### src/rtl/vx_ifetch_stage.sv
// vx_ifetch_stage: instruction fetch between warp scheduler and decode.
// One fetch in flight per warp; per-warp metadata table; registered output FIFO.
// Ports: clk, reset (async active-low)
//   sched_*      : scheduled warp in (valid/ready, wid, tmask, pc, uuid)
//   icache_req_* : word-address request tagged by wid
//   icache_rsp_* : tagged instruction response
//   fetch_*      : instruction + metadata to decode (valid/ready)
//   pending_mask, rsp_err (sticky), busy (registered)
// Optional: define IFETCH_PERF_EN to add perf_icache_stalls, perf_fetch_latency.
module vx_ifetch_stage #(
  parameter  int NUM_WARPS   = 4,
  parameter  int NUM_THREADS = 4,
  parameter  int XLEN        = 32,
  parameter  int UUID_WIDTH  = 44,
  parameter  int OUT_DEPTH   = 2,
  localparam int NW_WIDTH    = (NUM_WARPS > 1) ? $clog2(NUM_WARPS) : 1
) (
  input  logic                   clk,
  input  logic                   reset,
`ifdef IFETCH_PERF_EN
  output logic [63:0]            perf_icache_stalls,
  output logic [63:0]            perf_fetch_latency,
`endif
  input  logic                   sched_valid,
  output logic                   sched_ready,
  input  logic [NW_WIDTH-1:0]    sched_wid,
  input  logic [NUM_THREADS-1:0] sched_tmask,
  input  logic [XLEN-1:0]        sched_pc,
  input  logic [UUID_WIDTH-1:0]  sched_uuid,
  output logic                   icache_req_valid,
  input  logic                   icache_req_ready,
  output logic [XLEN-3:0]        icache_req_addr,
  output logic [NW_WIDTH-1:0]    icache_req_tag,
  input  logic                   icache_rsp_valid,
  output logic                   icache_rsp_ready,
  input  logic [NW_WIDTH-1:0]    icache_rsp_tag,
  input  logic [31:0]            icache_rsp_data,
  output logic                   fetch_valid,
  input  logic                   fetch_ready,
  output logic [NW_WIDTH-1:0]    fetch_wid,
  output logic [NUM_THREADS-1:0] fetch_tmask,
  output logic [XLEN-1:0]        fetch_pc,
  output logic [UUID_WIDTH-1:0]  fetch_uuid,
  output logic [31:0]            fetch_instr,
  output logic [NUM_WARPS-1:0]   pending_mask,
  output logic                   rsp_err,
  output logic                   busy
);

  localparam int PW = (OUT_DEPTH > 1) ? $clog2(OUT_DEPTH) : 1;
  localparam int CW = $clog2(OUT_DEPTH + 1);

  typedef struct packed {
    logic [NW_WIDTH-1:0]    wid;
    logic [NUM_THREADS-1:0] tmask;
    logic [XLEN-1:0]        pc;
    logic [UUID_WIDTH-1:0]  uuid;
    logic [31:0]            instr;
  } ent_t;

  logic [NUM_WARPS-1:0]   pending_q;
  logic [NUM_WARPS-1:0]   pending_d;
  logic [XLEN-1:0]        tbl_pc    [NUM_WARPS];
  logic [NUM_THREADS-1:0] tbl_tmask [NUM_WARPS];
  logic [UUID_WIDTH-1:0]  tbl_uuid  [NUM_WARPS];
  ent_t                   fifo      [OUT_DEPTH];
  logic [PW-1:0]          rd_q;
  logic [PW-1:0]          wr_q;
  logic [CW-1:0]          cnt_q;
  logic                   rsp_err_q;
  logic                   busy_q;

  logic full;
  logic empty;
  logic credit;
  logic sched_blk;
  logic req_fire;
  logic rsp_fire;
  logic push;
  logic pop;
  ent_t push_ent;
  ent_t head;

  always_comb begin
    full   = (cnt_q == CW'(OUT_DEPTH));
    empty  = (cnt_q == '0);
    credit = ($countones(pending_q) + 32'(cnt_q))
             < 32'(OUT_DEPTH + NUM_WARPS);
    // a warp with a fetch in flight cannot be rescheduled
    sched_blk = pending_q[sched_wid] | ~credit;
  end

  assign icache_req_valid = sched_valid & ~sched_blk;
  assign sched_ready      = icache_req_ready & ~sched_blk;
  assign icache_req_addr  = sched_pc[XLEN-1:2];
  assign icache_req_tag   = sched_wid;
  assign req_fire         = sched_valid & sched_ready;

  assign icache_rsp_ready = ~full;
  assign rsp_fire         = icache_rsp_valid & icache_rsp_ready;
  assign push             = rsp_fire & pending_q[icache_rsp_tag];
  assign pop              = ~empty & fetch_ready;

  always_comb begin
    push_ent.wid   = icache_rsp_tag;
    push_ent.tmask = tbl_tmask[icache_rsp_tag];
    push_ent.pc    = tbl_pc[icache_rsp_tag];
    push_ent.uuid  = tbl_uuid[icache_rsp_tag];
    push_ent.instr = icache_rsp_data;
  end

  // request and response never touch the same warp in one cycle
  always_comb begin
    pending_d = pending_q;
    if (push)     pending_d[icache_rsp_tag] = 1'b0;
    if (req_fire) pending_d[sched_wid]      = 1'b1;
  end

  always_ff @(posedge clk or negedge reset) begin
    if (!reset) begin
      pending_q <= '0;
      rd_q      <= '0;
      wr_q      <= '0;
      cnt_q     <= '0;
      rsp_err_q <= 1'b0;
      busy_q    <= 1'b0;
    end else begin
      pending_q <= pending_d;
      if (push) wr_q <= wr_q + PW'(1);
      if (pop)  rd_q <= rd_q + PW'(1);
      cnt_q     <= cnt_q + CW'(push) - CW'(pop);
      if (rsp_fire & ~pending_q[icache_rsp_tag])
        rsp_err_q <= 1'b1;
      busy_q    <= (|pending_q) | ~empty;
    end
  end

  always_ff @(posedge clk) begin
    if (req_fire) begin
      tbl_pc[sched_wid]    <= sched_pc;
      tbl_tmask[sched_wid] <= sched_tmask;
      tbl_uuid[sched_wid]  <= sched_uuid;
    end
    if (push) fifo[wr_q] <= push_ent;
  end

  assign head         = fifo[rd_q];
  assign fetch_valid  = ~empty;
  assign fetch_wid    = head.wid;
  assign fetch_tmask  = head.tmask;
  assign fetch_pc     = head.pc;
  assign fetch_uuid   = head.uuid;
  assign fetch_instr  = head.instr;
  assign pending_mask = pending_q;
  assign rsp_err      = rsp_err_q;
  assign busy         = busy_q;

`ifdef IFETCH_PERF_EN
  always_ff @(posedge clk or negedge reset) begin
    if (!reset) begin
      perf_icache_stalls <= '0;
      perf_fetch_latency <= '0;
    end else begin
      if (icache_req_valid & ~icache_req_ready)
        perf_icache_stalls <= perf_icache_stalls + 64'd1;
      perf_fetch_latency <= perf_fetch_latency
                            + 64'($countones(pending_q));
    end
  end
`endif

endmodule

### config.mk
export PLATFORM = sky130hd
export DESIGN_NAME = vx_ifetch_stage
export DESIGN_NICKNAME = d
export VERILOG_FILES = /design/src/rtl/vx_ifetch_stage.sv
export SDC_FILE = /design/constraint.sdc
export NUM_CORES = 1
export LEC_CHECK = 0
export ABC_AREA = 1
export CAP_MARGIN = 20
export CELL_PAD_IN_SITES_DETAIL_PLACEMENT = 1
export CELL_PAD_IN_SITES_GLOBAL_PLACEMENT = 1
export CORE_MARGIN = 10
export CORE_UTILIZATION = 40
export CTS_BUF_LIST = sky130_fd_sc_hd__clkbuf_2
export CTS_CLUSTER_DIAMETER = 120
export DETAILED_ROUTE_END_ITERATION = 10
export PLACE_DENSITY_LB_ADDON = 0.1
export SETUP_SLACK_MARGIN = 0.3
export SLEW_MARGIN = 20
export SYNTH_ARGS = -nofsm -noshare
export SYNTH_HDL_FRONTEND = slang
export SYNTH_SLANG_ARGS = --single-unit
export TNS_END_PERCENT = 50
### constraint.sdc
create_clock -name clk -period 19.75 [get_ports clk]
set_clock_uncertainty 0.1 [all_clocks]
set_input_delay 4.9375 -clock clk [delete_from_list [all_inputs] [get_ports clk]]
set_output_delay 4.9375 -clock clk [all_outputs]
set_load 0.05 [all_outputs]
==> impl_metrics.ini, run 1 <==
[run_status]
status = finished, final reports clean

[run]
cap_viol_max_count = 0

[route]
via_per_inst = 4.92
drt_first_pass_iters = 4
wl_per_cell_um = 21.3
drc = 0
drt_iter0_markers = 583
final_antenna_net_count = 0
finalWirelength_um = 52300
vias = 12100

[clock_network]
cts_setup_buffers = 0
clockRootBuffer = clkbuf_2
numCtsBuffers = 146
cts_hold_buf = 0
cts_buffer_depth = 3
post_cts_resized = 0
cts_tree = yes
cts.sink_count = 558
h-tree-depth = 4
worst_skew_pair.late_latency_ns = 1.24
clk_pin_slew_worst_paths_ns = 0.10

[worst_setup_path]
r2r_setup_slack_ns = 15.32
crit_buf_inv = 2
crit_family = buffers and inverters
critPathCaptureType = output port
cp_max_fo = 6
worst-r2r-cell-count = 11
arrival_ns = 6.86
cp_common_cell = clkdlybuf4s50_1
startpoint_type = input pin
crit_slowest_cell = clkdlybuf4s50_1
crit_type = in2out
r2r_start = pending_mask[0]$_DFF_PN0_
required_ns = 14.71
crit_chain = clkdlybuf4s50_1, nor2_1, nand2_1, nand3_1, nor3b_1, clkdlybuf4s50_1
max_stage_delay_ns = 0.85
r2r-end = tbl_uuid[0][42]$_DFFE_PP_
worst-path-stages = 6

[sta]
max_freq_ghz = 0.0841
post-route-period-util_pct = 60.2
fin_tns_setup_ns = 0
slew_headroom_pct = 28.3
tightest_slew_ns = 1.08
drv_slew = 0
rsz0062_at_grt = no
final.min_clock_period_ns = 11.90
finalSetupViolations = 0
fin_ws_ns = 7.85
finalHoldViolCount = 0

[global_route]
antenna_found_initial = 8
track_usage_pct = 17.3
first_global_vias = 13200
grt_max_degree = 65
grt_remaining_overflow = 0
grt_pass1_wl_um = 78200

[yosys]
synth-seq-cells = 558
synth_area_leaders = edfxtp_1 (80%), nand2_1 (8.6%), a22oi_1 (5.1%)
yosysTopAreaCell = edfxtp_1
synthesis.nets = 1466
synth.avg_cell_area_um2 = 15.3
ys_seq_area_share_pct = 81.4
synth_warnings = 0
synth_top_area_share_pct = 80.2
synth_area_um2 = 20500
yosysUniqueCellTypes = 24
syn_inst = 1338

[cells_and_area]
drive_gt1_share_pct = 13.9
fin_cells = 2461
nets = 1815
utilization_pct = 49.8
n_fill_cell = 5076
area_growth_pct = 22.3

[placed_design]
dp_hpwl_um = 29100
dp.cells = 2211
pre_cts_ws_ns = 7.82
portBuffers = 277
gp_congestion = 0.716

[min_path]
worstHoldPathCells = 1
min_to = rsp_err$_DFFE_PN0P_
holdCritStartpoint = rsp_err$_DFFE_PN0P_
hold_class = reg2reg

[floorplanning]
fp.dieW_um = 247
rows = 82
fp.dieH_um = 247
placeableCoreArea_um2 = 50500
dieArea_um2 = 60800
io_pins = 278
initial_core_util_pct = 40.7

[power_and_ir_drop]
cellLeakagePower_nw = 9.22
ir_drop_mv = 0.0663
power.density_nw_per_um2 = 134
flip-flops by register name, indices dropped and copies added (netlist names):
register      cells
busy              1
cnt_q             2
fifo            228
pending_mask      4
rd_q              1
rsp_err           1
tbl_pc          128
tbl_tmask        16
tbl_uuid        176
wr_q              1
cells in the mapped netlist:
library cell and instances:
o21bai_1 1, edfxtp_1 548, inv_2 4, nor2_1 11, buf_2 27, clkbuf_4 1, clkbuf_1 19, nand4_1 5
xnor2_1 1, o21ai_0 2, buf_6 8, inv_1 23, buf_1 1, buf_4 33, nor2_4 2, nor3b_1 2
a21oi_1 1, ha_1 4, nand3_1 23, nand2_1 469, fa_1 2, a22oi_1 139, xor2_1 2, dfrtp_1 10
worst max-delay path by stage:
stage	start	to
floorplan	sched_wid[0]	icache_req_valid
global placement	sched_wid[1]	icache_req_valid
detailed placement	sched_wid[1]	sched_ready
CTS	sched_wid[1]	sched_ready
global route	sched_wid[1]	sched_ready
finish	sched_wid[1]	sched_ready
layout make-up:
type / count / area [um2] / area share (%)
multi-input cells: 664 / 3180 / 12.6
diodes: 3 / 7.51 / 0.0299
clock inverters: 41 / 359 / 1.43
clock buffers: 206 / 1030 / 4.11
inverters: 27 / 121 / 0.483
repair buffers: 290 / 2870 / 11.4
well taps: 672 / 841 / 3.35
flip-flops and latches: 558 / 16700 / 66.5
layout by cell type, fill, tap and decap left out, drive strengths merged:
| master | instances |
|---|---|
| edfxtp | 548 |
| nand2 | 469 |
| clkdlybuf4s50 | 277 |
| clkbuf | 206 |
| a22oi | 139 |
| clkinv | 32 |
| inv | 28 |
| nand3 | 23 |
| buf | 13 |
| nor2 | 13 |
| dfrtp | 10 |
| bufinv | 7 |
| nand4 | 5 |
| ha | 4 |
| diode | 3 |
| nor3b | 2 |
| o21ai | 2 |
| xor2 | 2 |
| fa | 2 |
| a21oi | 1 |
| xnor2 | 1 |
| o21bai | 1 |
| clkinvlp | 1 |
layer usage:
metal	GRT usage, %	wire (um)	vias up
li1	-	-	5614
met1	19.0	21000	6073
met5	0	46	-
met3	6.57	3650	80
met2	29.4	26500	325
met4	7.45	1110	8
report_power, final:
group	internal, mW	switching [mW]
clock network	0.371	0.458
registers	1.42	0.0554
logic	0.294	0.770
total	2.09	1.28
kinds of logic (layout without fill, tap and decap cells):
kind of cell / Yosys count / count (layout) / share of synthesized area (%)
fa+ha+maj: 6 / 6 / 0.439
other cells: 0 / 3 / 0
buf+inv: 116 / 564 / 3.20
simple gates: 512 / 512 / 9.67
xor+xnor: 3 / 3 / 0.128
flops: 558 / 558 / 81.4
compound gates: 143 / 143 / 5.19
metrics by stage:
stage	power [mW]	cell area, um2	hold WS (ns)
2_1_floorplan	2.18	20500	0.342
3_3_place_gp	2.58	23700	0.359
3_5_place_dp	2.60	23700	0.368
4_1_cts	3.44	25100	0.392
5_1_grt	3.57	25100	0.407
6_report	3.37	25100	0.388
(Power assumes the default switching activity.)
==> run 2: changes to the inputs <==
==> constraint.sdc (replaced) <==
create_clock -name clk -period 11.14 [get_ports clk]
set_clock_uncertainty 0.1 [all_clocks]
set_input_delay 2.785 -clock clk [delete_from_list [all_inputs] [get_ports clk]]
set_output_delay 2.785 -clock clk [all_outputs]
set_load 0.05 [all_outputs]
==> impl_metrics.ini, run 2 (same netlist as run 1, synthesis figures left out) <==
[run_status]
status = finished, final reports clean

[worst_setup_path]
required_ns = 8.26
worst-r2r-cell-count = 11
crit_type = in2out
critPathCaptureType = output port
startpoint_type = input pin
startpoint = sched_wid[0]
r2r_start = pending_mask[0]$_DFF_PN0_
arrival_ns = 4.69
cp_max_fo = 5

[floorplanning]
fp.dieW_um = 247
fp.dieH_um = 247
placeableCoreArea_um2 = 50500
initial_core_util_pct = 40.7
io_pins = 278
dieArea_um2 = 60800
rows = 82

[route]
drc = 0
via_per_inst = 4.91
drt_iter0_markers = 583
wl_per_cell_um = 21.4
finalWirelength_um = 52600
final_antenna_net_count = 0
vias = 12100
drt_first_pass_iters = 5

[clock_network]
cts_buffer_depth = 3
clockRootBuffer = clkbuf_2
clk_pin_slew_worst_paths_ns = 0.10
h-tree-depth = 4
cts.sink_count = 558
numCtsBuffers = 145
cts_tree = yes
worst_skew_pair.late_latency_ns = 1.30
post_cts_resized = 0
cts_setup_buffers = 0
cts_hold_buf = 0

[power_and_ir_drop]
power.density_nw_per_um2 = 235
cellLeakagePower_nw = 9.18
ir_drop_mv = 0.127

[global_route]
track_usage_pct = 17.3
grt_pass1_wl_um = 78300
use_met2_pct = 30.4
grt_max_degree = 65
grt_remaining_overflow = 0
first_global_vias = 13300
use_met3_pct = 6.51
use_met1_pct = 18.7
antenna_found_initial = 5
busiest_layer = met2

[cells_and_area]
largestRegisters = fifo x228, tbl_uuid x176, tbl_pc x128
largest_register_ffs = 228
n_fill_cell = 5100
most-common-layout-cells = edfxtp_1 (548), nand2_1 (469), clkdlybuf4s50_1 (277), clkbuf_2 (212), a22oi_1 (139)
top_register = fifo
fin_cells = 2462
nets = 1814
area_growth_pct = 21.8
drive_gt1_share_pct = 13.9
final_common_cell = edfxtp_1

[placed_design]
dp_hpwl_um = 29100
dp.cells = 2211
gp_congestion = 0.733
portBuffers = 277

[sta]
tightest_slew_ns = 0.977
final.min_clock_period_ns = 7.58
drv_slew = 0
fin_tns_setup_ns = 0
max_freq_ghz = 0.132
slew_headroom_pct = 34.8
finalHoldViolCount = 0
rsz0062_at_grt = no
post-route-period-util_pct = 68.0
finalSetupViolations = 0

[min_path]
worstHoldPathCells = 1
hold_class = reg2reg
holdCritStartpoint = rsp_err$_DFFE_PN0P_

[run]
cap_viol_max_count = 0
## run 2: changes by cell type in the layout (fill, tap and decap cells not counted), moves of 2 or more
cell       before  now
bufinv_16       7    3
clkbuf_2      206  212
clkinv_1       25   22
clkinv_2        4    2
clkinv_4        3    0
diode_2         3    7
inv_2           4    6
## run 2: report_power, final
| group | leakage, nW | switching [mW] | internal (mW) |
|---|---|---|---|
| clock network | 0.979 | 0.798 | 0.572 |
| logic | 3.11 | 1.37 | 0.521 |
| registers | 5.09 | 0.0967 | 2.53 |
| total | 9.18 | 2.27 | 3.62 |
## run 2: final cells by class
type | instances | area, um2 | share of cell area (%)
Tap cell | 672 | 841 | 3.36
Inverter | 27 | 121 | 0.485
Timing Repair Buffer | 290 | 2870 | 11.5
Clock inverter | 32 | 206 | 0.826
Clock buffer | 212 | 1060 | 4.24
Antenna cell | 7 | 17.5 | 0.0701
Multi-Input combinational cell | 664 | 3180 | 12.7
Sequential cell | 558 | 16700 | 66.8
## run 2: per-layer routing
metal / vias up / wire length, um
met2: 324 / 27100
met1: 6052 / 21100
li1: 5634 / -
met3: 78 / 3380
met4: 6 / 914
met5: - / 48
## run 2: path summary, 6_finish.rpt
check                                                 end  slack, ns
worst min register to register        rsp_err$_DFFE_PN0P_       0.40
max in group asynchronous              cnt_q[0]$_DFF_PN0_       8.77
worst max register to register    tbl_pc[2][19]$_DFFE_PP_       6.60
worst min-delay path                  rsp_err$_DFFE_PN0P_       0.40
worst max-delay path                          sched_ready       3.56
min in group asynchronous       pending_mask[1]$_DFF_PN0_       1.72
## run 2: critical path, stage by stage
cell             delay (ns)
clkdlybuf4s50_1        0.56
inv_1                  0.09
nand3_1                0.09
nand3_1                0.12
nor3b_1                0.21
clkdlybuf4s50_1        0.85
## run 2: through the flow
step                      setup slack (ns)  power (mW)  utilization (%)  cell area, um2  hold slack (ns)
after floorplan                       2.43        3.87                -           20500            0.342
after global placement                3.63        4.58             47.0           23700            0.356
after detailed placement              3.55        4.61             47.0           23700            0.373
after CTS                             3.28        6.01             49.5           25000            0.405
after global routing                  3.23        6.22             49.5           25000            0.447
final                                 3.56        5.89             49.5           25000            0.401
==> run 3: changes to the inputs <==
==> constraint.sdc (replaced) <==
create_clock -name clk -period 7.6 [get_ports clk]
set_clock_uncertainty 0.1 [all_clocks]
set_input_delay 1.9 -clock clk [delete_from_list [all_inputs] [get_ports clk]]
set_output_delay 1.9 -clock clk [all_outputs]
set_load 0.05 [all_outputs]
==> impl_metrics.ini, run 3 (same netlist as run 1, synthesis figures left out) <==
[route]
drt_first_pass_iters = 5
final_antenna_net_count = 0
drt_iter0_markers = 597
met2_length_um = 27400
top_layer = met5
wl_per_cell_um = 21.2
vias = 12100
dr_wl_met3_um = 3140
via_per_inst = 4.90
wl_met1_um = 20400
finalWirelength_um = 52100
drc = 0

[floorplanning]
io_pins = 278
dieArea_um2 = 60800
placeableCoreArea_um2 = 50500
initial_core_util_pct = 40.7
rows = 82
fp.dieH_um = 247
fp.dieW_um = 247

[global_route]
first_global_vias = 13200
grt_remaining_overflow = 0
track_usage_pct = 17.1
grt_max_degree = 94
antenna_found_initial = 6
grt_pass1_wl_um = 77400

[clock_network]
h-tree-depth = 4
cts_buffer_depth = 3
worst_skew_pair.late_latency_ns = 1.24
numCtsBuffers = 147
cts.sink_count = 558
cts_hold_buf = 0
clockRootBuffer = clkbuf_2
post_cts_resized = 0
cts_setup_buffers = 0
clk_pin_slew_worst_paths_ns = 0.10
cts_tree = yes

[cells_and_area]
n_fill_cell = 5100
largest_register_ffs = 228
most-common-layout-cells = edfxtp_1 (548), nand2_1 (469), clkdlybuf4s50_1 (277), clkbuf_2 (207), a22oi_1 (139)
utilization_pct = 49.6
final_common_cell = edfxtp_1
multi_input_area_um2 = 3180
area_growth_pct = 22.0
fin_cells = 2459
largestRegisters = fifo x228, tbl_uuid x176, tbl_pc x128
drive_gt1_share_pct = 13.7
nets = 1817
seq_area_um2 = 16700
top_register = fifo

[power_and_ir_drop]
power_frac_comb_pct = 32.0
power_mw = 8.68
cellLeakagePower_nw = 9.19
swShare_pct = 38.3
p_switching_mw = 3.32
power.density_nw_per_um2 = 347
ir_drop_mv = 0.192
p_int_mw = 5.36
clock_power_share_pct = 23.8
power_frac_seq_pct = 44.1

[min_path]
hold_class = reg2reg
holdCritStartpoint = wr_q$_DFFE_PN0P_
min_to = wr_q$_DFFE_PN0P_
worstHoldPathCells = 2

[worst_setup_path]
r2r-end = tbl_uuid[2][26]$_DFFE_PP_
arrival_ns = 4.44
cp_max_fo = 6
startpoint_type = register
required_ns = 5.60
crit_type = reg2out
r2r_setup_slack_ns = 3.05
r2r_start = pending_mask[0]$_DFF_PN0_
worst-r2r-cell-count = 11
critPathCaptureType = output port

[run_status]
status = finished, final reports clean

[sta]
finalHoldViolCount = 0
drv_slew = 0
finalSetupViolations = 0
slew_headroom_pct = 32.3
final.min_clock_period_ns = 6.44
tightest_slew_ns = 1.02
post-route-period-util_pct = 84.8
max_freq_ghz = 0.155
fin_tns_setup_ns = 0
rsz0062_at_grt = no

[placed_design]
dp_hpwl_um = 29200
portBuffers = 277
dp.cells = 2212
gp_congestion = 0.729

[run]
cap_viol_max_count = 0
==> run 3: cell count changes in the layout (fill, tap and decap cells not counted), sizes merged <==
cell | before | now
inv | 30 | 29
diode | 7 | 4
buf | 13 | 14
clkbuf | 212 | 207
bufinv | 3 | 5
clkinv | 24 | 28
clkinvlp | 2 | 1
==> run 3: how the worst max path moves through the flow <==
stage                            to                 startpoint
2_1_floorplan  fifo[1][0]$_DFFE_PP_          icache_rsp_tag[1]
5_1_grt            icache_req_valid  pending_mask[0]$_DFF_PN0_
3_3_place_gp       icache_req_valid               sched_wid[1]
4_1_cts                 sched_ready  pending_mask[0]$_DFF_PN0_
6_report           icache_req_valid  pending_mask[0]$_DFF_PN0_
3_5_place_dp            sched_ready               sched_wid[1]
==> run 3: final cells by class <==
type,count,area share [%]
multi-input combinational,664,12.7
clock buffer,207,4.14
clock inverter,36,1.08
timing repair buffer,291,11.5
inverter,27,0.484
antenna,4,0.0400
sequential,558,66.7
tap,672,3.36
==> run 3: metal layers <==
| metal | vias to the layer above | track usage [%] |
|---|---|---|
| li1 | 5634 | - |
| met1 | 6001 | 18.4 |
| met2 | 340 | 30.3 |
| met3 | 80 | 5.31 |
| met4 | 4 | 7.52 |
| met5 | - | 0 |
==> run 3: power groups by stage <==
stage	clock [mW]	combinational (mW)	sequential (mW)
3_5_place_dp	0	2.84	3.91
5_1_grt	2.31	2.97	3.87
4_1_cts	2.16	2.85	3.84
6_report	2.07	2.78	3.83
2_1_floorplan	0	1.78	3.89
3_3_place_gp	0	2.81	3.90
==> run 3: worst max-delay path, cell delays in order, from the launching register on <==
cell and delay, ns:
dfrtp_1 0.49, fa_1 0.52, ha_1 0.29, a21oi_1 0.08, fa_1 0.51, inv_1 0.04
nand2_1 0.09, nand3_1 0.14, nor3b_1 0.21, clkdlybuf4s50_1 0.84
==> run 3: through the flow <==
step	cell area, um2	setup WS (ns)	hold slack [ns]
floorplan	20500	1.70	0.342
global placement	23700	1.87	0.357
detailed placement	23700	1.78	0.376
CTS	25000	0.911	0.398
global route	25000	0.871	0.441
finish	25100	1.16	0.405
